[config.mk]
export PLATFORM = sky130hd
export DESIGN_NAME = sine_sweep_ctrl
export DESIGN_NICKNAME = d
export VERILOG_FILES = /design/src/rtl/sine_sweep_ctrl.sv
export SDC_FILE = /design/constraint.sdc
export NUM_CORES = 1
export LEC_CHECK = 0
export CELL_PAD_IN_SITES_DETAIL_PLACEMENT = 1
export CELL_PAD_IN_SITES_GLOBAL_PLACEMENT = 1
export CORE_MARGIN = 2
export CORE_UTILIZATION = 35
export DETAILED_ROUTE_END_ITERATION = 16
export GPL_ROUTABILITY_DRIVEN = 1
export PLACE_DENSITY = 0.7
export RECOVER_POWER = 100
export SKIP_CTS_REPAIR_TIMING = 1
export SLEW_MARGIN = 20
export SYNTH_ARGS = -nofsm -noshare
export SYNTH_HDL_FRONTEND = slang
export SYNTH_SLANG_ARGS = --single-unit
[constraint.sdc]
create_clock -name clk -period 11.25 [get_ports clk]
set_clock_uncertainty 0.15 [all_clocks]
set_input_delay 2.25 -clock clk [delete_from_list [all_inputs] [get_ports clk]]
set_output_delay 2.25 -clock clk [all_outputs]
set_load 0.01 [all_outputs]
[src/rtl/sine_sweep_ctrl.sv]
// sine_sweep_ctrl: staircase sweep of the sine generator's phase increment.
// Walks delta from start to stop in step increments. Each value is held for
// dwell+1 clocks, with a start/busy/done handshake for the host.
// Optional feature macro: SINE_SWEEP_BIDIR_EN adds a down leg from stop back
// to start.
module sine_sweep_ctrl #(
  parameter int DW = 12,
  parameter int CW = 16
) (
  input  logic          clk,
  input  logic          rst,
  input  logic          start,
  input  logic          abort,
  input  logic [DW-1:0] cfg_start,
  input  logic [DW-1:0] cfg_stop,
  input  logic [DW-1:0] cfg_step,
  input  logic [CW-1:0] cfg_dwell,
  output logic [DW-1:0] delta,
  output logic          busy,
  output logic          step_stb,
  output logic          done
);

`ifdef SINE_SWEEP_BIDIR_EN
  typedef enum logic [1:0] {IDLE, DWELL_UP, DWELL_DN, FINISH} state_t;
`else
  typedef enum logic [1:0] {IDLE, DWELL_UP, FINISH} state_t;
`endif

  state_t        state, nxt;
  logic [CW-1:0] cnt;
  logic [DW-1:0] s_stop, s_step;
  logic [CW-1:0] s_dwell;
  logic          last;     // current delta is the final value of this leg
  logic          ld, adv_up;
  logic [DW:0]   up_sum;
  logic          up_last;
  logic [DW-1:0] up_val;

  // Up step: one extra bit catches wrap past the DW-bit range.
  assign up_sum  = {1'b0, delta} + {1'b0, s_step};
  assign up_last = up_sum[DW] | (up_sum[DW-1:0] >= s_stop);
  assign up_val  = up_last ? s_stop : up_sum[DW-1:0];

`ifdef SINE_SWEEP_BIDIR_EN
  logic [DW-1:0] s_start;
  logic          s_degen;  // start >= stop: no down leg
  logic          adv_dn;
  logic [DW:0]   dn_dif;
  logic          dn_last;
  logic [DW-1:0] dn_val;

  // Down step: the borrow bit flags underflow below zero.
  assign dn_dif  = {1'b0, delta} - {1'b0, s_step};
  assign dn_last = dn_dif[DW] | (dn_dif[DW-1:0] <= s_start);
  assign dn_val  = dn_last ? s_start : dn_dif[DW-1:0];
`endif

  // State register.
  always_ff @(posedge clk) begin
    if (!rst) state <= IDLE;
    else      state <= nxt;
  end

  // Next-state decode plus the busy/done status and datapath strobes.
  always_comb begin
    nxt    = state;
    ld     = 1'b0;
    adv_up = 1'b0;
    busy   = 1'b0;
    done   = 1'b0;
`ifdef SINE_SWEEP_BIDIR_EN
    adv_dn = 1'b0;
`endif
    case (state)
      IDLE: begin
        if (start && !abort) begin
          nxt = DWELL_UP;
          ld  = 1'b1;
        end
      end
      DWELL_UP: begin
        busy = 1'b1;
        if (abort) nxt = IDLE;
        else if (cnt == '0) begin
          if (!last) adv_up = 1'b1;
`ifdef SINE_SWEEP_BIDIR_EN
          else if (!s_degen) begin
            nxt    = DWELL_DN;
            adv_dn = 1'b1;
          end
`endif
          else nxt = FINISH;
        end
      end
`ifdef SINE_SWEEP_BIDIR_EN
      DWELL_DN: begin
        busy = 1'b1;
        if (abort) nxt = IDLE;
        else if (cnt == '0) begin
          if (last) nxt = FINISH;
          else      adv_dn = 1'b1;
        end
      end
`endif
      FINISH: begin
        done = 1'b1;
        nxt  = IDLE;
      end
      default: nxt = IDLE;
    endcase
  end

  // Datapath: shadow config, delta, dwell counter, step strobe.
  always_ff @(posedge clk) begin
    if (!rst) begin
      delta    <= '0;
      cnt      <= '0;
      last     <= 1'b0;
      step_stb <= 1'b0;
      s_stop   <= '0;
      s_step   <= '0;
      s_dwell  <= '0;
`ifdef SINE_SWEEP_BIDIR_EN
      s_start  <= '0;
      s_degen  <= 1'b0;
`endif
    end else begin
`ifdef SINE_SWEEP_BIDIR_EN
      step_stb <= ld | adv_up | adv_dn;
`else
      step_stb <= ld | adv_up;
`endif
      if (ld) begin
        s_stop  <= cfg_stop;
        s_step  <= (cfg_step == '0) ? DW'(1) : cfg_step;
        s_dwell <= cfg_dwell;
        delta   <= cfg_start;
        cnt     <= cfg_dwell;
        last    <= (cfg_start >= cfg_stop);
`ifdef SINE_SWEEP_BIDIR_EN
        s_start <= cfg_start;
        s_degen <= (cfg_start >= cfg_stop);
`endif
      end else if (adv_up) begin
        delta <= up_val;
        last  <= up_last;
        cnt   <= s_dwell;
`ifdef SINE_SWEEP_BIDIR_EN
      end else if (adv_dn) begin
        delta <= dn_val;
        last  <= dn_last;
        cnt   <= s_dwell;
`endif
      end else if (cnt != '0) begin
        cnt <= cnt - 1'b1;
      end
    end
  end

endmodule

# After elaboration in Yosys (flattened, before gate mapping)
# Cells that the tools add are included.
dict set report totals {
  regBits 72
  inputBits 56
  output_inout_bits 15
}
dict set report op_classes {
  n_addsub 2
  magnitude_cmp 2
  n_eq_ne 5
  muxes 22
  bitwise 2
  reduce_logical 9
}
# op count
set ops {}
lappend ops {{$mux W12} 4}
lappend ops {{$mux W16} 3}
lappend ops {{$ge A12 B12 Y1} 2}
lappend ops {{$logic_not A16 Y1} 1}
lappend ops {{$reduce_bool A16 Y1} 1}
lappend ops {{$sub A16 B1 Y16 const B} 1}
lappend ops {{$add A12 B12 Y13} 1}
lappend ops {{$logic_not A12 Y1} 1}
lappend ops {{$mux W1} 10}
lappend ops {{$mux W2} 4}
lappend ops {{$ne A3 B3 Y1 const B} 2}
lappend ops {{$pmux W2 S2} 1}
lappend ops {{$reduce_and A3 Y1} 1}
lappend ops {{$reduce_bool A3 Y1} 1}
lappend ops {{$eq A2 B1 Y1 const B} 1}
lappend ops {{$eq A2 B2 Y1 const B} 1}
lappend ops {{$logic_not A2 Y1} 1}
lappend ops {{$ne A2 B2 Y1 const B} 1}
lappend ops {{$or A1 B1 Y1} 2}
lappend ops {{$reduce_bool A2 Y1} 1}
lappend ops {{$logic_and A1 B1 Y1} 1}
lappend ops {{$logic_not A1 Y1} 1}

# Depth between registers and ports, before layout
dict set report depth {
  word_depth 6
  depth_mapped 13
  ltp_nobuf 12
}

# Least setup slack after synthesis
# No wires, ideal clock.
dict set report synth_timing {
  kind {register -> register}
  startpoint {register delta[0]}
  endpoint {register last}
  setup_ps 122
  t_arrival_ps 3513
  path_slack_ps 7465
  stages_incl_launch_ff 14
  n_path_buf 1
  cell_sequence {dfxtp_1 ha_1 fa_1 a21oi_1 o221ai_1 o31ai_1 xnor2_1 ha_1 o21ai_0 o21ai_0 a2111oi_2 clkbuf_1 a21oi_1 o311a_1}
}
dict set report synth_via {
  elab_chain_len 5
}
# element line
set synth_lines {}
lappend synth_lines {{from (decl)} 18} ;# output logic [DW-1:0] delta,
lappend synth_lines {{from (signal assigned)} 138} ;# delta <= cfg_start;
lappend synth_lines {{from (signal assigned)} 146} ;# delta <= up_val;
lappend synth_lines {{$add A12 B12 Y13 *} 41} ;# assign up_sum = {1'b0, delta} + {1'b0, s_step};
lappend synth_lines {{$ge A12 B12 Y1} 42} ;# assign up_last = up_sum[DW] | (up_sum[DW-1:0] >= s_stop);
lappend synth_lines {{$or A1 B1 Y1 *} 42}
lappend synth_lines {{$mux W1 *} 145} ;# end else if (adv_up) begin
lappend synth_lines {{$mux W1 *} 134} ;# if (ld) begin
lappend synth_lines {{to (signal assigned)} 140} ;# last <= (cfg_start >= cfg_stop);
lappend synth_lines {{to (signal assigned)} 147} ;# last <= up_last;
lappend synth_lines {{to (decl)} 34} ;# logic last;
# Every way passes the cells marked *; elsewhere a longest branch is shown, timed or not. The select of a mux whose other input is x is not followed.
# A chain may end at the register's enable or synchronous reset.

# Worst setup path in the final report
dict set report layout_timing {
  startpoint {input port abort}
  endpoint {register cnt[0]}
}
dict set report layout_via {
  elab_chain_len 5
  elab_cells_between_ends 9
}
# element line
set layout_lines {}
lappend layout_lines {{from (decl)} 13} ;# input logic abort,
lappend layout_lines {{$logic_not A1 Y1} 77} ;# if (start && !abort) begin
lappend layout_lines {{$logic_and A1 B1 Y1} 77}
lappend layout_lines {{$mux W1} 77}
lappend layout_lines {{$mux W1} 75} ;# case (state)
lappend layout_lines {{$reduce_bool A3 Y1 (no line) or $mux W16 (tied branches)} --}
lappend layout_lines {{to (signal assigned)} 139} ;# cnt <= cfg_dwell;
lappend layout_lines {{to (signal assigned)} 148} ;# cnt <= s_dwell;
lappend layout_lines {{to (signal assigned)} 156} ;# cnt <= cnt - 1'b1;
lappend layout_lines {{to (decl)} 31} ;# logic [CW-1:0] cnt;
# Several ways; a longest one is shown, not always the timed one.

==> results.json <==
{
  "status": "complete, but fails checks",
  "violations": "capacitance limit, slew limit",
  "start_util_pct": 36.1,
  "synth_top_family_by_area": "simple AND/OR/NAND/NOR gates",
  "cts_made_buffers": 9,
  "syn_avg_cell_area_um2": 7.67,
  "cts_sinks": 72,
  "gp_congestion": 0.801,
  "setup_ws_ns": 4.85,
  "maxSlewHeadroom_pct": -88.2,
  "ys.flop_type": "dfxtp_1",
  "place_ws_ns": 6.19,
  "setup-tns-final_ns": 0,
  "portBuffers": 70,
  "routed_wl_um": 13600,
  "coreArea_mm2": 0.0121,
  "reg2reg_slack_ns": 6.98,
  "p_comb_share_pct": 31.7,
  "cts_tree": "built",
  "synth_top_area_share_pct": 33.1,
  "antenna_found_initial": 0,
  "dieArea_mm2": 0.0134,
  "clock_path_buffers": 2,
  "worstMarginPinSlew_ns": 2.82,
  "synth_xor_area_share_pct": 3.62,
  "grt_max_degree": 58,
  "antenna_cells": 0,
  "fin_crit_ns": 6.40,
  "cts.reportedPaths.clkPinSlew_ns": 0.06,
  "p_leak_nw": 2.19,
  "min_path_type": "flip-flop to flip-flop",
  "vias_per_cell": 5.39,
  "clk_latency_ns": 0.34,
  "first_iter_violations": 146,
  "grt_pass1_vias": 4725,
  "clock-root-buffer": "clkbuf_16",
  "timing.rr.start": "state[1]$_SDFFE_PN0P_",
  "die_w_um": 116,
  "p_int_uw": 615,
  "synth_cells": 568,
  "fin_util_pct": 45.6,
  "synth_edf_count": 0,
  "num_rows": 40,
  "synthMuxAreaShare_pct": 0.775,
  "num_vias": 4301,
  "cap_violations": 2,
  "endpoint_kind": "flip-flop",
  "clock.fmax_mhz": 156,
  "rsz0062_at_grt": "no",
  "drtPass1Iterations": 4,
  "whs_path_depth": 2,
  "min_to": "s_dwell[2]$_SDFFE_PN0P_",
  "power_density_mw_per_mm2": 168,
  "path_class": "input port to flip-flop",
  "cp-start-kind": "input port",
  "detail-route-antenna-nets": 0,
  "netlist_area_mm2": 0.00436,
  "yosys.area_share.simple_pct": 24.3,
  "yosysSeqAreaShare_pct": 33.1,
  "syn2layout_area_growth_pct": 26.3,
  "min_from": "s_dwell[2]$_SDFFE_PN0P_",
  "slew_violations": 94,
  "hpwl_um": 10200,
  "crit_arrival_ns": 6.47,
  "routedWlPerCell_um": 17.0,
  "seqPwrFrac_pct": 35.3,
  "grt_overflow": 0,
  "crit_fanout": 57,
  "syn_nets": 662,
  "async_flop_share_pct": 0,
  "worstReg2RegEnd": "cnt[0]$_SDFFE_PN0P_",
  "h-tree-depth": 3,
  "drcViolationCount": 0,
  "finalSetupViolCount": 0,
  "holdWs_ns": 0.306,
  "die_h_um": 116,
  "synth_seq_cells": 72,
  "grt_pass1_wl_um": 23000,
  "yosysTopAreaCell": "dfxtp_1",
  "total_power_uw": 927,
  "peakVddDrop_mv": 0.106,
  "drive_gt1_share_pct": 4.29,
  "io_pins": 71,
  "rr_worst_depth": 6,
  "switching_share_pct": 33.6,
  "hold_viol_final": 0,
  "synth.area.top_cells": "dfxtp_1 (33%), nand2_1 (11%), ha_1 (11%), a21oi_1 (7.1%), a31oi_1 (3.0%)",
  "num-nets-final": 719,
  "synth_cell_types": 56,
  "power_switching_uw": 312,
  "yosys_warnings": 0,
  "required_ns": 11.33,
  "grt_usage_pct": 21.8,
  "period_share_pct": 56.9,
  "synth-compound-area-share_pct": 21.4,
  "post_synth_fa_ha_maj_area_fraction_pct": 11.1,
  "p_clk_share_pct": 32.9
}
-- stage by stage --
stage               instance area (µm²)  cells
finish                             5500    798
global route                       5500    798
floorplan                          4360    568
detailed placement                 5200    782
CTS                                5510    798
global placement                   5200    782
-- sequential cells by signal, summed over array words and instances, names as in the netlist --
name,count
cnt,16
delta,12
last,1
s_dwell,16
s_step,12
s_stop,12
state,2
step_stb,1
-- logic make-up after synthesis --
group / Yosys count
AOI/OAI and AO/OA: 150
xor gates and xnor gates: 18
adders and majority gates: 38
buffers and inverters: 61
DFF: 72
muxes: 3
and+or+nand+nor: 226
-- worst max path at each step --
stage                                     start               endpoint  slack, ns  cells after the start
final                                     abort    cnt[0]$_SDFFE_PN0P_       4.85                      7
after global routing                      abort    cnt[1]$_SDFFE_PN0P_       4.30                      7
after CTS                                   rst  delta[1]$_SDFFE_PN0P_       6.55                      5
after detailed placement                    rst  delta[1]$_SDFFE_PN0P_       6.19                      5
after global placement                    start    cnt[0]$_SDFFE_PN0P_       6.29                      7
after floorplan           delta[0]$_SDFFE_PN0P_      last$_SDFFE_PN0P_       7.46                     13
-- critical path: stages --
cell,delay (ns)
dlygate4sd3_1,0.54
nor2_1,0.25
and2_0,2.10
nor2_1,0.43
clkbuf_1,0.47
a221oi_1,0.34
nor2_1,0.07
-- per-layer routing --
layer / up-vias / track usage (%) / wire length (µm)
met3: 22 / 3.97 / 356
li1: 2127 / - / -
met1: 2090 / 24.9 / 5650
met5: - / 0 / 0
met4: 0 / 7.39 / 299
met2: 62 / 40.7 / 7260
-- power by group through the flow --
stage / logic [mW] / clock network (mW) / registers, mW
2_1_floorplan: 0.214 / 0 / 0.322
3_3_place_gp: 0.283 / 0 / 0.330
3_5_place_dp: 0.293 / 0 / 0.332
4_1_cts: 0.299 / 0.311 / 0.328
5_1_grt: 0.333 / 0.324 / 0.333
6_report: 0.294 / 0.305 / 0.328
-- cells in the mapped netlist (4+ instances only) --
cell type,count
clkbuf_1,20
dfxtp_1,72
a31oi_1,21
a21o_1,4
ha_1,37
a21oi_1,62
inv_1,32
nor2_1,22
xnor2_1,9
o21ai_0,19
nand2_1,128
nor4_1,5
xor2_1,9
nand3_1,19
nand2b_1,5
o221ai_1,6
nor2b_1,6
and2_1,5
nand4_1,10
a211o_1,4
and3_1,7
nor3_1,6
a211oi_1,5
buf_2,4
-- layout make-up --
| type | instances | area, µm² |
|---|---|---|
| multi-input cells | 435 | 2690 |
| flip-flops and latches | 72 | 1440 |
| well taps | 168 | 210 |
| inverters | 32 | 120 |
| clock buffers | 11 | 233 |
| clock inverters | 5 | 81.3 |
| repair buffers | 75 | 731 |
| fillers | 1507 | 6560 |
-- layout by cell type, fill, tap and decap left out, types with 4 or more instances in the layout --
cell	instances
a211o_1	4
a211oi_1	5
a21o_1	4
a21oi_1	62
a31oi_1	21
and2_1	4
and3_1	7
clkbuf_1	4
clkbuf_16	9
clkdlybuf4s50_1	53
dfxtp_1	72
dlygate4sd3_1	17
ha_1	37
inv_1	32
nand2_1	128
nand2b_1	5
nand3_1	19
nand4_1	10
nor2_1	22
nor2b_1	6
nor3_1	6
nor4_1	5
o21ai_0	19
o221ai_1	6
xnor2_1	9
xor2_1	9
Note: power is estimated with default switching activity, not from simulation.
